<file path="src/rtl/lsu_pkg.sv">
`default_nettype none
// ============================================================================
// Module  : lsu_pkg
// Brief   : Shared funct3 encodings, FSM state type and sizing helper for the LSU
// Revision: 1.0
// ============================================================================
package lsu_pkg;

   localparam logic [2:0] F3_B  = 3'b000;
   localparam logic [2:0] F3_H  = 3'b001;
   localparam logic [2:0] F3_W  = 3'b010;
   localparam logic [2:0] F3_D  = 3'b011;
   localparam logic [2:0] F3_BU = 3'b100;
   localparam logic [2:0] F3_HU = 3'b101;
   localparam logic [2:0] F3_WU = 3'b110;

   localparam int MEM_BYTES_DEFAULT = 8192;

   typedef enum logic [2:0] {
      S_IDLE = 3'd0,
      S_RD   = 3'd1,
      S_CAP  = 3'd2,
      S_WR   = 3'd3,
      S_RESP = 3'd4
   } lsu_state_t;

   // Access width in bytes; the unsigned variants share the low two bits.
   function automatic logic [3:0] size_bytes(input logic [2:0] funct3);
      logic [3:0] sz;
      case (funct3[1:0])
         2'b00:   sz = 4'd1;
         2'b01:   sz = 4'd2;
         2'b10:   sz = 4'd4;
         default: sz = 4'd8;
      endcase
      return sz;
   endfunction

endpackage
`default_nettype wire

</file>
<file path="src/rtl/load_align.sv">
`default_nettype none
// ============================================================================
// Module  : load_align
// Brief   : Selects the addressed lane of a doubleword and sign/zero-extends it
// Revision: 1.0
// ============================================================================
module load_align
   import lsu_pkg::*;
#(
   parameter int XLEN = 64
) (
   input  logic [XLEN-1:0] i_dword,
   input  logic [2:0]      i_offset,
   input  logic [2:0]      i_funct3,
   output logic [XLEN-1:0] o_result
);

   logic [XLEN-1:0] w_shifted;

   // Little-endian lanes: shifting right by the byte offset right-justifies the access.
   assign w_shifted = i_dword >> {i_offset, 3'b000};

   always_comb begin
      o_result = w_shifted;
      case (i_funct3)
         F3_B:    o_result = {{(XLEN-8){w_shifted[7]}},   w_shifted[7:0]};
         F3_H:    o_result = {{(XLEN-16){w_shifted[15]}}, w_shifted[15:0]};
         F3_W:    o_result = {{(XLEN-32){w_shifted[31]}}, w_shifted[31:0]};
         F3_BU:   o_result = {{(XLEN-8){1'b0}},           w_shifted[7:0]};
         F3_HU:   o_result = {{(XLEN-16){1'b0}},          w_shifted[15:0]};
         F3_WU:   o_result = {{(XLEN-32){1'b0}},          w_shifted[31:0]};
         default: o_result = w_shifted;
      endcase
   end

endmodule
`default_nettype wire

</file>
<file path="src/rtl/load_store_unit.sv">
`default_nettype none
// ============================================================================
// Module  : load_store_unit
// Brief   : Single-outstanding load/store unit in front of a 64-bit data memory
// Revision: 1.0
// ============================================================================
module load_store_unit
   import lsu_pkg::*;
#(
   parameter int MEM_BYTES = MEM_BYTES_DEFAULT,
   parameter int XLEN      = 64
) (
   input  logic            clk,
   input  logic            reset,
   input  logic            req_valid,
   output logic            req_ready,
   input  logic            req_is_store,
   input  logic [2:0]      req_funct3,
   input  logic [XLEN-1:0] req_addr,
   input  logic [XLEN-1:0] req_wdata,
   output logic            resp_valid,
   output logic [XLEN-1:0] resp_rdata,
   output logic            resp_fault,
   output logic [XLEN-1:0] mem_address,
   output logic [XLEN-1:0] mem_writeData,
   output logic            mem_MemWrite,
   output logic            mem_MemRead,
   input  logic [XLEN-1:0] mem_readData
);

   localparam logic [XLEN-1:0] c_mem_limit = XLEN'(MEM_BYTES);

   lsu_state_t      r_state;
   logic            r_is_store;
   logic [2:0]      r_funct3;
   logic [2:0]      r_offset;
   logic [XLEN-1:0] r_wdata;
   logic            r_req_ready;
   logic            r_resp_valid;
   logic [XLEN-1:0] r_resp_rdata;
   logic            r_resp_fault;
   logic [XLEN-1:0] r_mem_address;
   logic [XLEN-1:0] r_mem_wdata;
   logic            r_mem_read;
   logic            r_mem_write;

   logic            w_bad_funct3;
   logic            w_misaligned;
   logic            w_out_of_range;
   logic            w_fault;
   logic            w_fire;
   logic [XLEN-1:0] w_aligned_addr;
   logic [3:0]      w_size;
   logic [7:0]      w_lane_mask;
   logic [XLEN-1:0] w_wdata_shifted;
   logic [XLEN-1:0] w_merged;
   logic [XLEN-1:0] w_load_data;

   // Acceptance-time checks, evaluated on the live request fields.
   always_comb begin
      w_bad_funct3 = (req_funct3 == 3'b111) || (req_is_store && req_funct3[2]);
      case (req_funct3[1:0])
         2'b00:   w_misaligned = 1'b0;
         2'b01:   w_misaligned = req_addr[0];
         2'b10:   w_misaligned = |req_addr[1:0];
         default: w_misaligned = |req_addr[2:0];
      endcase
   end

   assign w_out_of_range = (req_addr >= c_mem_limit);
   assign w_fault        = w_bad_funct3 || w_misaligned || w_out_of_range;
   assign w_fire         = req_valid && r_req_ready;
   assign w_aligned_addr = {req_addr[XLEN-1:3], 3'b000};

   // Read-modify-write merge: store bytes replace only the addressed lanes.
   assign w_size          = size_bytes(r_funct3);
   assign w_lane_mask     = 8'((16'd1 << w_size) - 16'd1) << r_offset;
   assign w_wdata_shifted = r_wdata << {r_offset, 3'b000};

   genvar k;
   generate
      for (k = 0; k < 8; k++) begin : g_merge_lane
         assign w_merged[8*k +: 8] = w_lane_mask[k] ? w_wdata_shifted[8*k +: 8]
                                                    : mem_readData[8*k +: 8];
      end
   endgenerate

   load_align #(
      .XLEN (XLEN)
   ) u_load_align (
      .i_dword  (mem_readData),
      .i_offset (r_offset),
      .i_funct3 (r_funct3),
      .o_result (w_load_data)
   );

   always_ff @(posedge clk or posedge reset) begin
      if (reset) begin
         r_state       <= S_IDLE;
         r_is_store    <= 1'b0;
         r_funct3      <= 3'b000;
         r_offset      <= 3'b000;
         r_wdata       <= '0;
         r_req_ready   <= 1'b1;
         r_resp_valid  <= 1'b0;
         r_resp_rdata  <= '0;
         r_resp_fault  <= 1'b0;
         r_mem_address <= '0;
         r_mem_wdata   <= '0;
         r_mem_read    <= 1'b0;
         r_mem_write   <= 1'b0;
      end else begin
         case (r_state)
            S_IDLE: begin
               if (w_fire) begin
                  r_is_store  <= req_is_store;
                  r_funct3    <= req_funct3;
                  r_offset    <= req_addr[2:0];
                  r_wdata     <= req_wdata;
                  r_req_ready <= 1'b0;
                  if (w_fault) begin
                     r_state      <= S_RESP;
                     r_resp_valid <= 1'b1;
                     r_resp_fault <= 1'b1;
                     r_resp_rdata <= '0;
                  end else if (req_is_store && (req_funct3 == F3_D)) begin
                     // Full doubleword store needs no read of the old contents.
                     r_state       <= S_WR;
                     r_mem_write   <= 1'b1;
                     r_mem_address <= w_aligned_addr;
                     r_mem_wdata   <= req_wdata;
                  end else begin
                     r_state       <= S_RD;
                     r_mem_read    <= 1'b1;
                     r_mem_address <= w_aligned_addr;
                  end
               end
            end
            S_RD: begin
               r_mem_read <= 1'b0;
               r_state    <= S_CAP;
            end
            S_CAP: begin
               if (r_is_store) begin
                  r_state     <= S_WR;
                  r_mem_write <= 1'b1;
                  r_mem_wdata <= w_merged;
               end else begin
                  r_state      <= S_RESP;
                  r_resp_valid <= 1'b1;
                  r_resp_rdata <= w_load_data;
                  r_resp_fault <= 1'b0;
               end
            end
            S_WR: begin
               r_mem_write  <= 1'b0;
               r_state      <= S_RESP;
               r_resp_valid <= 1'b1;
               r_resp_rdata <= '0;
               r_resp_fault <= 1'b0;
            end
            S_RESP: begin
               r_resp_valid <= 1'b0;
               r_req_ready  <= 1'b1;
               r_state      <= S_IDLE;
            end
            default: begin
               r_state      <= S_IDLE;
               r_req_ready  <= 1'b1;
               r_resp_valid <= 1'b0;
               r_mem_read   <= 1'b0;
               r_mem_write  <= 1'b0;
            end
         endcase
      end
   end

   assign req_ready     = r_req_ready;
   assign resp_valid    = r_resp_valid;
   assign resp_rdata    = r_resp_rdata;
   assign resp_fault    = r_resp_fault;
   assign mem_address   = r_mem_address;
   assign mem_writeData = r_mem_wdata;
   assign mem_MemWrite  = r_mem_write;
   assign mem_MemRead   = r_mem_read;

endmodule
`default_nettype wire
</file>
<file path="config.mk">
export PLATFORM = sky130hd
export DESIGN_NAME = load_store_unit
export DESIGN_NICKNAME = d
export VERILOG_FILES = /design/src/rtl/lsu_pkg.sv /design/src/rtl/load_align.sv /design/src/rtl/load_store_unit.sv
export SDC_FILE = /design/constraint.sdc
export NUM_CORES = 1
export LEC_CHECK = 0
export BUFFER_PORTS_ARGS = -buffer_cell sky130_fd_sc_hd__buf_4
export CAP_MARGIN = 30
export CORE_MARGIN = 2
export CORE_UTILIZATION = 45
export DETAILED_ROUTE_END_ITERATION = 8
export PLACE_DENSITY_LB_ADDON = 0.3
export SLEW_MARGIN = 20
export SYNTH_ARGS = -nofsm -noshare
export SYNTH_HDL_FRONTEND = slang
export SYNTH_SLANG_ARGS = --single-unit
</file>
<file path="constraint.sdc">
create_clock -name clk -period 22.7 [get_ports clk]
set_input_delay 4.54 -clock clk [delete_from_list [all_inputs] [get_ports clk]]
set_output_delay 4.54 -clock clk [all_outputs]
set_load 0.02 [all_outputs]
</file>
# Word level (Yosys, flattened, before mapping)
# Index checks and enable logic that the tools add are counted.
[word_totals]
register_bits = 268
inputBits = 199
output_inout_bits = 197
[classes]
add_sub_neg = 1
n_lt_le_gt_ge = 1
eq_ne = 22
shifts = 4
mux = 42
bitwise_logic = 5
reduce_logical = 25
[ops]
columns = ["cell", "n"]
rows = [
  ["$mux W64", 7],
  ["$pmux W64 S6", 1],
  ["$pmux W64 S3", 1],
  ["$pmux W64 S2", 1],
  ["$ge A64 B14 Y1 const B", 1],
  ["$mux W8", 8],
  ["$shl A64 B6 Y64", 1],
  ["$shr A64 B6 Y64", 1],
  ["$eq A3 B3 Y1 const B", 5],
  ["$ne A2 B2 Y1 const B", 7],
  ["$eq A3 B2 Y1 const B", 4],
  ["$mux W1", 12],
  ["$pmux W3 S4", 1],
  ["$pmux W4 S3", 1],
  ["$reduce_and A4 Y1", 3],
  ["$reduce_and A5 Y1", 2],
  ["$mux W3", 3],
  ["$pmux W1 S3", 3],
  ["$reduce_or A3 Y1", 3],
  ["$shl A1 B4 Y8 const A", 1],
  ["$shl A8 B3 Y8", 1],
  ["$sub A8 B1 Y8 const B", 1],
  ["$eq A3 B1 Y1 const B", 2],
  ["$logic_not A3 Y1", 2],
  ["14 further kinds", 28],
]

# Depth between registers and ports, before layout
# Gate-level depths: netlist of run 1.
[logic_depth]
ltp_word = 8
mapped_depth = 10
ltp_nobuf = 5

# Modules after synthesis
# Synthesis of run 1 repeated with hierarchy kept, for this count alone.
[unflattened]
cells_unflattened = 1374
area_unflattened_um2 = 15528.6
[by_module_without_submodules]
columns = ["module", "instances", "cells_per_inst", "area_per_inst_um2", "seq_area_each_um2"]
rows = [
  ["load_store_unit", 1, 1081, 13190.2, 6707.7],
  ["load_align", 1, 293, 2338.5, 0.0],
]

# Worst setup path before layout of run 1
# OpenSTA, ideal clock, no wires.
[synth_path]
path_kind = "input -> register"
from = "in req_addr[2]"
to = "reg r_mem_wdata[0], in the netlist mem_writeData[0]"
setup_time_ps = 127
arrival_ps = 6190
t_required_ps = 22573
slack_ps = 16382
cell_stages = 7
cell_sequence = "nor3b_1 -> o21bai_1 -> a2111oi_4 -> a21o_1 -> buf_6 -> buf_6 -> mux2_1"
[synth_between]
elab_chain_cells = 6
elab_cells_between_ends = 7
cone_classes = "order compare (1); eq/ne (1); mux (1); reduce/logical (4)"
[synth_rtl]
columns = ["element", "line_no", "source"]
rows = [
  ["from (decl)", "load_store_unit.sv:19", "input logic [XLEN-1:0] req_addr,"],
  ["parallel branches: the longest is 3 deep, another holds $ge A64 B14 Y1", "-", ""],
  ["$logic_or A1 B1 Y1 *", "load_store_unit.sv:71", "assign w_fault = w_bad_funct3 || w_misaligned || w_out_of_range;"],
  ["$ne A2 B2 Y1 (no source line) *", "-", ""],
  ["$reduce_and A5 Y1 (no source line) *", "-", ""],
  ["to (signal assigned)", "load_store_unit.sv:131", "r_mem_wdata <= req_wdata;"],
  ["to (signal assigned)", "load_store_unit.sv:147", "r_mem_wdata <= w_merged;"],
  ["to (decl)", "load_store_unit.sv:43", "logic [XLEN-1:0] r_mem_wdata;"],
]
# Every way passes the cells marked *.
# A chain may end at the register's enable or synchronous reset.

# Worst setup path in the final report of run 1
[layout_path]
from = "in req_addr[28]"
to = "reg r_mem_wdata[61], in the netlist mem_writeData[61]"
[layout_between]
elab_chain_cells = 4
[layout_rtl]
columns = ["element", "line_no", "source"]
rows = [
  ["$ge A64 B14 Y1", "load_store_unit.sv:70", "assign w_out_of_range = (req_addr >= c_mem_limit);"],
  ["$logic_or A1 B1 Y1", "load_store_unit.sv:71", ""],
  ["$ne A2 B2 Y1 (no source line)", "-", ""],
  ["$reduce_and A5 Y1 (no source line)", "-", ""],
]
# Every way passes these cells.

==> impl_metrics.toml, run 1 <==
[clock_network]
post_cts_resize_count = 0
post-cts-setup-buffers = 0
tritoncts.num_buffers = 29
cts_hold_buffers = 0
clock_sinks = 268
ctsRootBufferMaster = "sky130_fd_sc_hd__clkbuf_16"
cts_tree = "done"
clock_latency_ns = 0.58
cts_htree_levels = 1
path_clk_slew_ns = 0.06
clk_path_buf_depth = 3

[detailed_routing]
drtPass1Iterations = 6
routed_wirelength_um = 57000
routed_via_density = 6.26
number_of_drc_violations_after_detailed_routing_iteration_0 = 1708
drt.antenna.violating_nets = 0
drc = 0
wire_per_inst_um = 25.8
via_count = 13863

[grt]
first_global_vias = 13252
grt_antenna_before_repair = 5
wire_length_of_the_first_global_routing_pass_um = 84300
grt.overflow.total = 0
grt_start_max_net_pins = 122
grtUsageTotal_pct = 31.2

[worst_setup_path]
slowest_stage = "sky130_fd_sc_hd__buf_4"
peak_fanout_along_the_critical_path = 56
critical_path_startpoint_category = "input pin"
crit_path_end_kind = "flip-flop"
worst_path_most_repeated_cell = "sky130_fd_sc_hd__buf_4"
worst_ep_required_time_ns = 23.16
arrival_ns = 7.10
crit_path_cell_trace = "buf_4 > nor4_1 > nand4_1 > nor4_4 > buf_4 > a21o_2 > buf_4 > mux2_2"
largest_incremental_delay_on_the_critical_path_ns = 0.59
setup.worst_path.class = "in2reg"

[logic_synthesis]
synth-edff-count = 0
syn_area_per_cell_um2 = 10.9
postSynth.topFlopCell = "sky130_fd_sc_hd__dfrtp_1"
synthesis.instances = 1416
synth.ff_latch_count = 268
yosysSeqAreaShare_pct = 43.5
netlist.area_leader.share_pct = 43.3
synthesis.yosys.warnings = 0
synthesis.area_um2 = 15400
synth_largest_area_cell = "sky130_fd_sc_hd__dfrtp_1"
ys_top_cells_by_count = "267 x sky130_fd_sc_hd__dfrtp_1, 128 x sky130_fd_sc_hd__mux2i_1, 128 x sky130_fd_sc_hd__nand2_1"
synth.top_cells.by_area = "sky130_fd_sc_hd__dfrtp_1 43%, sky130_fd_sc_hd__mux2_2 8.5%, sky130_fd_sc_hd__mux2i_1 8.3%"
synth.most_common_cell = "sky130_fd_sc_hd__dfrtp_1"
async_reset_ff_share_pct = 100
synthDistinctLibCells = 66

[floorplanning]
die_area_um2 = 35800
placement_rows = 67
die_width_um = 189
ios = 396
floorplan.initialDensity_pct = 45.9
core_area_um2 = 33600
die_height_um = 189

[timing]
maxSlewHeadroom_pct = 32.3
timing.clock.skew_ns = 0.0204
fin_setup_tns_ns = 0
post-route-worst-setup-slack_ns = 16.05
period_share_pct = 29.3
drv_slew = 0
grt_setup_unrepaired = "no"
hold_viol = 0
holdWs_ns = 0.485
final.min_clock_period_ns = 6.65
worst_slew_pin_slew_ns = 1.01
setup_viol_count_final = 0
max_freq_mhz = 150

[placement]
numPortBuffers = 392
place_congestion = 1.02
place_worst_setup_slack_ns = 15.45
post-dp-hpwl_um = 42400

[power]
leakage_nw = 9.59
cellPowerDensity_nw_per_um2 = 110
ir_worst_vdd_mv = 0.0640
power.total_mw = 2.16

[cells_and_area]
area_delta_synth_final_pct = 27.1
nFillCells = 2877
drive_gt1_share_pct = 37.4
nets = 1940

[run_status]
status = "finished clean"

[job]
maxCapViolations = 0

[worst_hold_path]
hold_path_class = "reg2reg"
==> stage by stage <==
| step | util [%] | instances | area [um^2] |
|---|---|---|---|
| CTS | 58.1 | 2207 | 19500 |
| floorplan | - | 1418 | 15400 |
| finish | 58.3 | 2213 | 19600 |
| global placement | 54.9 | 2149 | 18400 |
| global route | 58.3 | 2213 | 19600 |
| detailed placement | 55.2 | 2154 | 18500 |
==> worst max-delay path, delay by kind of cell <==
family                 cells  cell delay [ns]
AO/OA/AOI/OAI              1             0.17
buffers and inverters      3             1.06
multiplexers               1             0.42
AND/OR/NAND/NOR            3             0.84
==> metal layers <==
metal / track usage [%] / part of all wire, %
met5: 0 / 0.028
met1: 43.9 / 40
met4: 13.8 / 5.0
met2: 45.2 / 42
met3: 8.27 / 13
==> final timing paths <==
kind                                  from  cells after the start  slack [ns]                 to
max                           req_addr[28]                      8       16.05  mem_writeData[61]
min                        mem_address[61]                      1        0.48    mem_address[61]
max reg2reg                    r_offset[1]                      6       18.78  mem_writeData[54]
min reg2reg                mem_address[61]                      1        0.48    mem_address[61]
max in group asynchronous            reset                      6       16.57    mem_address[44]
min in group asynchronous            reset                      2        4.11  mem_writeData[21]
==> cell usage in the layout, fill, tap and decap left out, types with 10 or more instances in the layout <==
cell                          n
sky130_fd_sc_hd__a22o_1      65
sky130_fd_sc_hd__a211oi_1    22
sky130_fd_sc_hd__nand3_1     29
sky130_fd_sc_hd__nor4_1      25
sky130_fd_sc_hd__o31ai_1     10
sky130_fd_sc_hd__nand2_1    128
sky130_fd_sc_hd__clkbuf_16   29
sky130_fd_sc_hd__a21o_1      11
sky130_fd_sc_hd__o211ai_1    16
sky130_fd_sc_hd__buf_4      412
sky130_fd_sc_hd__mux2i_1    128
sky130_fd_sc_hd__o221a_2     11
sky130_fd_sc_hd__nor2_1      38
sky130_fd_sc_hd__mux2_1      16
sky130_fd_sc_hd__nor3_1      17
sky130_fd_sc_hd__and2_1      55
sky130_fd_sc_hd__nand2b_1    11
sky130_fd_sc_hd__a21oi_1     28
sky130_fd_sc_hd__inv_1       20
sky130_fd_sc_hd__mux4_2      35
sky130_fd_sc_hd__o2bb2ai_1   20
sky130_fd_sc_hd__a211o_1     16
sky130_fd_sc_hd__a31oi_1     24
sky130_fd_sc_hd__dfrtp_1    265
sky130_fd_sc_hd__mux2_2     117
sky130_fd_sc_hd__o21ai_0     82
==> area by class of cell <==
cell class	instances	area, um^2	area share, %
well taps	448	561	2.86
flip-flops and latches	268	6720	34.2
multi-input cells	1001	8000	40.8
clock buffers	38	820	4.18
diodes	2	5.00	0.0255
clock inverters	15	176	0.899
inverters	21	86.3	0.440
repair buffers	420	3250	16.6
==> kinds of logic after synthesis <==
group           after synthesis  synth area share, %
flops                       268                 43.5
compound gates              357                 16.8
mux                         303                 23.8
other cells                   1               0.0243
buf+inv                     149                 4.88
simple gates                338                 11.0
==> sequential cells by signal (all words and copies together) (netlist names) <==
register	cells
resp_fault	1
r_offset	3
resp_valid	1
r_state	3
r_wdata	64
r_is_store	1
mem_address	61
mem_writeData	64
r_funct3	3
resp_rdata	64
req_ready	1
mem_MemWrite	1
mem_MemRead	1
==> power by group <==
| group | switching [mW] | internal (mW) |
|---|---|---|
| clock network | 0.207 | 0.289 |
| logic | 0.549 | 0.432 |
| registers | 0.139 | 0.546 |
| total | 0.895 | 1.27 |
Power figures use the tool's default switching activity.
==> inputs of run 2 (changes only) <==
Settings changed: ABC_AREA set to 1.
Clock period 22.7 ns to 5.5 ns, I/O delays scaled along.
==> impl_metrics.toml, run 2 <==
[grt]
grt_antenna_before_repair = 4
globalRouteMet1Util_pct = 46.7
grt_start_max_net_pins = 129
grtUsageTotal_pct = 33.3
gr-max-usage-layer = "met2"
wire_length_of_the_first_global_routing_pass_um = 92500
grtUsageMet3_pct = 4.96
first_global_vias = 15490
grt.met2_usage_pct = 52.0
grt.overflow.total = 0

[worst_setup_path]
crit_path_end_kind = "flip-flop"
crit_path_cell_trace = "inv_2 > o211ai_1 > nand3_1 > nand2_1 > nand2_1 > nand2_2 > nor2_4 > o21ai_0"
worst_ep_required_time_ns = 5.91
setup.reg_to_reg.worst_slack_ns = 2.07
critical_path.endpoint = "resp_rdata[62]"
worst_path_most_repeated_cell = "sky130_fd_sc_hd__nand2_1"
crit-reg2reg-capture = "resp_rdata[62]"
peak_fanout_along_the_critical_path = 40
timing.reg2reg.worst_path_depth = 8
critical_path.reg2reg.startpoint = "r_offset[1]"
critical_path_startpoint_category = "flip-flop"
slowest_stage = "sky130_fd_sc_hd__dfrtp_2"
arrival_ns = 3.84
setup.worst_path.class = "reg2reg"
startpoint = "r_offset[1]"
largest_incremental_delay_on_the_critical_path_ns = 0.70

[clock_network]
cts_htree_levels = 1
post_cts_resize_count = 0
ctsRootBufferMaster = "sky130_fd_sc_hd__clkbuf_16"
cts_tree = "done"
path_clk_slew_ns = 0.07
tritoncts.num_buffers = 28
post-cts-setup-buffers = 0
clk_path_buf_depth = 3
clock_sinks = 268
clock_latency_ns = 0.56
cts_hold_buffers = 0

[power]
leakage_nw = 10.6
ir_worst_vdd_mv = 0.390
power.total_mw = 10.3
cellPowerDensity_nw_per_um2 = 526

[logic_synthesis]
syn_area_per_cell_um2 = 6.95
synthesis.instances = 2245
ys_top_cells_by_count = "906 x sky130_fd_sc_hd__nand2_1, 267 x sky130_fd_sc_hd__dfrtp_1, 228 x sky130_fd_sc_hd__nand3_1"
async_reset_ff_share_pct = 100
synthesis.yosys.warnings = 0
synthDistinctLibCells = 33
postSynth.topFlopCell = "sky130_fd_sc_hd__dfrtp_1"
synth_compound_gate_area_share_pct = 10.2
synth.most_common_cell = "sky130_fd_sc_hd__nand2_1"
combinational_family_with_the_most_area_after_synthesis = "simple AND/OR/NAND/NOR gates"
synth_area_in_xor_xnor_pct = 0
synth.mux.area_fraction_pct = 2.74
synthesis.area_um2 = 15600
netlist.area_leader.share_pct = 42.9
synth.ff_latch_count = 268
synth.top_cells.by_area = "sky130_fd_sc_hd__dfrtp_1 43%, sky130_fd_sc_hd__nand2_1 22%, sky130_fd_sc_hd__nand3_1 7.3%"
post_synthesis_share_of_cell_area_spent_on_and_or_nand_and_nor_gates_pct = 34.9
synth_largest_area_cell = "sky130_fd_sc_hd__dfrtp_1"
yosysSeqAreaShare_pct = 43.0
synthAdderAreaFrac_pct = 0
synth-edff-count = 0

[timing]
worst_slew_pin_slew_ns = 0.960
final.min_clock_period_ns = 3.43
fin_setup_tns_ns = 0
setup_viol_count_final = 0
hold_viol = 0
max_freq_mhz = 291
post-route-worst-setup-slack_ns = 2.07
period_share_pct = 62.4
maxSlewHeadroom_pct = 35.8
timing.clock.skew_ns = 0.0140
grt_setup_unrepaired = "no"
holdWs_ns = 0.473
drv_slew = 0

[detailed_routing]
routed_via_density = 5.45
wire_per_inst_um = 20.3
via_count = 16459
number_of_drc_violations_after_detailed_routing_iteration_0 = 1897
routed_wirelength_um = 61400
drtPass1Iterations = 6
drt.antenna.violating_nets = 0
drc = 0

[cells_and_area]
nets = 2745
finalInstanceArea_um2 = 19600
layout.core_utilization_pct = 57.0
final_common_cell = "sky130_fd_sc_hd__nand2_1"
drive_gt1_share_pct = 21.2
final_instance_count_without_filler_cells = 3022
area_delta_synth_final_pct = 25.7
layout.cells.most_common_list = "905 x sky130_fd_sc_hd__nand2_1, 411 x sky130_fd_sc_hd__buf_4, 265 x sky130_fd_sc_hd__dfrtp_1, 228 x sky130_fd_sc_hd__nand3_1, 157 x sky130_fd_sc_hd__inv_1"

[placement]
post-dp-hpwl_um = 46200
place_worst_setup_slack_ns = 2.07
place_area_um2 = 18600
numPortBuffers = 392
place_congestion = 0.982
placed_cells_incl_taps = 2969

[floorplanning]
die_height_um = 190
ios = 396
die_area_um2 = 36200
placement_rows = 68
core_area_um2 = 34400
die_width_um = 190
floorplan.initialDensity_pct = 45.4

[job]
maxCapViolations = 0

[worst_hold_path]
hold_path_class = "reg2reg"

[run_status]
status = "finished clean"
## run 2: how the worst min path moves through the flow
stage	start	endpoint	slack [ns]	cells after the start
after floorplan	r_wdata[59]	r_wdata[59]	0.45	2
after global placement	mem_address[11]	mem_address[11]	0.46	2
after detailed placement	mem_address[3]	mem_address[3]	0.46	2
after CTS	mem_address[3]	mem_address[3]	0.47	2
after global routing	mem_address[8]	mem_address[8]	0.49	2
final	mem_address[8]	mem_address[8]	0.47	2
## run 2: cell type report
class,instances,area (um^2)
clock inverters,9,181
flip-flops and latches,268,6710
repair buffers,415,3170
inverters,171,646
multi-input cells,1662,7510
diodes,2,5.00
fillers,3277,14800
clock buffers,40,796
well taps,455,569
## run 2: cell families (layout without fill, tap and decap cells)
kind of cell / count (synthesis) / after routing
simple gates: 1318 / 1318
buf+inv: 317 / 635
compound gates: 303 / 303
flops: 268 / 268
mux: 38 / 38
other cells: 1 / 5
## run 2: where the power goes
part | switching (mW) | internal, mW | total [mW]
clock network | 0.787 | 1.23 | 2.02
registers | 0.557 | 2.47 | 3.03
logic | 3.63 | 1.63 | 5.27
## run 2: layer usage
metal,vias to the layer above,wire length [um]
met3,124,5080
li1,7767,-
met2,819,27700
met1,7747,26200
met5,-,13
met4,2,2400
## run 2: worst max-delay path: cells and delay by family, from the launching register on
| kind | cells | cell delay, ns |
|---|---|---|
| buffers and inverters | 1 | 0.61 |
| and+or+nand+nor | 5 | 1.59 |
| DFF | 1 | 0.70 |
| AOI/OAI and AO/OA | 2 | 0.36 |
==> inputs of run 3 (changes only) <==
Clock period 5.5 ns to 3.39 ns, I/O delays scaled along.
==> impl_metrics.toml, run 3 (synthesis results as in run 2) <==
[clock_network]
tritoncts.num_buffers = 28
post_cts_resize_count = 0
ctsRootBufferMaster = "sky130_fd_sc_hd__clkbuf_16"
clk_path_buf_depth = 3
clock_latency_ns = 0.57
cts_tree = "done"
path_clk_slew_ns = 0.07
cts_hold_buffers = 0
post-cts-setup-buffers = 0
clock_sinks = 268
cts_htree_levels = 1

[cells_and_area]
finalInstanceArea_um2 = 19700
nets = 2758
layout.cells.most_common_list = "905 x sky130_fd_sc_hd__nand2_1, 421 x sky130_fd_sc_hd__buf_4, 265 x sky130_fd_sc_hd__dfrtp_1, 228 x sky130_fd_sc_hd__nand3_1, 158 x sky130_fd_sc_hd__inv_1"
final_instance_count_without_filler_cells = 3037
final_common_cell = "sky130_fd_sc_hd__nand2_1"
area_delta_synth_final_pct = 26.1
drive_gt1_share_pct = 21.5
layout.core_utilization_pct = 57.2

[placement]
placed_cells_incl_taps = 2984
place_worst_setup_slack_ns = 0.756
post-dp-hpwl_um = 48300
place_area_um2 = 18700
numPortBuffers = 392
place_congestion = 0.976

[worst_setup_path]
arrival_ns = 3.20
worst_path_most_repeated_cell = "sky130_fd_sc_hd__nand2_1"
crit_path_end_kind = "flip-flop"
peak_fanout_along_the_critical_path = 38
crit_path_cell_trace = "nor2_1 > inv_1 > nor2_2 > inv_1 > nand2_2 > nand2_1 > nand2_1 > nand2_1 > nand2_1 > nand3_1 > nand2_1"
worst_ep_required_time_ns = 3.90
largest_incremental_delay_on_the_critical_path_ns = 0.63
setup.worst_path.class = "reg2reg"
slowest_stage = "sky130_fd_sc_hd__dfrtp_4"
cp_top_delay_family = "simple AND/OR/NAND/NOR gates"
critical_path_startpoint_category = "flip-flop"
worstPathBufferInverterCount = 2

[detailed_routing]
drtPass1Iterations = 6
routed_via_density = 5.53
drc = 0
wire_per_inst_um = 20.8
routed_wirelength_um = 63300
via_count = 16782
number_of_drc_violations_after_detailed_routing_iteration_0 = 1818
drt.antenna.violating_nets = 0

[grt]
grt_start_max_net_pins = 108
grtUsageTotal_pct = 34.6
wire_length_of_the_first_global_routing_pass_um = 95600
grt.overflow.total = 0
first_global_vias = 15777
grt_antenna_before_repair = 7

[power]
switching_share_pct = 48.9
seqPwrFrac_pct = 28.3
ir_worst_vdd_mv = 0.438
proportion_of_power_drawn_by_combinational_gates_pct = 53.3
cellPowerDensity_nw_per_um2 = 853
p_switching_mw = 8.20
power.total_mw = 16.8
cell_internal_pwr_mw = 8.58
clkPwrFrac_pct = 18.4
leakage_nw = 10.6

[timing]
worst_slew_pin_slew_ns = 0.876
hold_viol = 0
final.min_clock_period_ns = 2.69
maxSlewHeadroom_pct = 41.6
timing.clock.skew_ns = 0.00922
period_share_pct = 79.4
max_freq_mhz = 372
grt_setup_unrepaired = "no"
fin_setup_tns_ns = 0
post-route-worst-setup-slack_ns = 0.699
holdWs_ns = 0.164
drv_slew = 0
setup_viol_count_final = 0

[floorplanning]
die_width_um = 190
core_area_um2 = 34400
placement_rows = 68
die_area_um2 = 36200
die_height_um = 190
floorplan.initialDensity_pct = 45.4
ios = 396

[run_status]
status = "finished clean"

[worst_hold_path]
hold_path_class = "in2async"

[job]
maxCapViolations = 0
run 3: worst register-to-register path, stage by stage, from the launching register on:
cell and delay, ns:
sky130_fd_sc_hd__dfrtp_4 0.63, sky130_fd_sc_hd__nor2_1 0.20, sky130_fd_sc_hd__inv_1 0.08, sky130_fd_sc_hd__nor2_2 0.52
sky130_fd_sc_hd__inv_1 0.47, sky130_fd_sc_hd__nand2_2 0.29, sky130_fd_sc_hd__nand2_1 0.07, sky130_fd_sc_hd__nand2_1 0.06
sky130_fd_sc_hd__nand2_1 0.05, sky130_fd_sc_hd__nand2_1 0.09, sky130_fd_sc_hd__nand3_1 0.08, sky130_fd_sc_hd__nand2_1 0.10
run 3: cell type report:
type	count	area, um^2
Timing Repair Buffer	428	3300
Inverter	171	646
Multi-Input combinational cell	1662	7510
Antenna cell	5	12.5
Tap cell	455	569
Clock inverter	7	114
Fill cell	3358	14700
Clock buffer	41	800
Sequential cell	268	6710
run 3: path summary, 6_finish.rpt:
| path | to | cells past startpoint | start | slack (ns) |
|---|---|---|---|---|
| worst max-delay path | mem_writeData[34] | 11 | r_offset[0] | 0.70 |
| worst min-delay path | resp_rdata[8] | 2 | reset | 0.16 |
| worst max register to register | mem_writeData[34] | 11 | r_offset[0] | 0.70 |
| worst min register to register | mem_address[8] | 2 | mem_address[8] | 0.47 |
| max in group asynchronous | r_offset[0] | 3 | reset | 2.20 |
| min in group clk | mem_address[3] | 3 | req_addr[3] | 0.31 |
run 3: power groups by stage:
stage,clock [mW],sequential (mW),combinational (mW)
2_1_floorplan,0,4.93,5.56
3_3_place_gp,0,4.76,8.72
3_5_place_dp,0,4.76,8.76
4_1_cts,3.14,4.72,8.79
5_1_grt,3.28,4.83,9.71
6_report,3.09,4.74,8.94
run 3: per-layer routing:
metal | wire (um) | vias up | global-route usage (%) | part of all wire (%)
met4 | 2800 | 2 | 14.5 | 4.4
met5 | 13 | - | 0 | 0.021
met2 | 28200 | 877 | 53.6 | 45
met1 | 26300 | 7955 | 48.0 | 42
li1 | - | 7799 | - | -
met3 | 5970 | 149 | 5.85 | 9.4
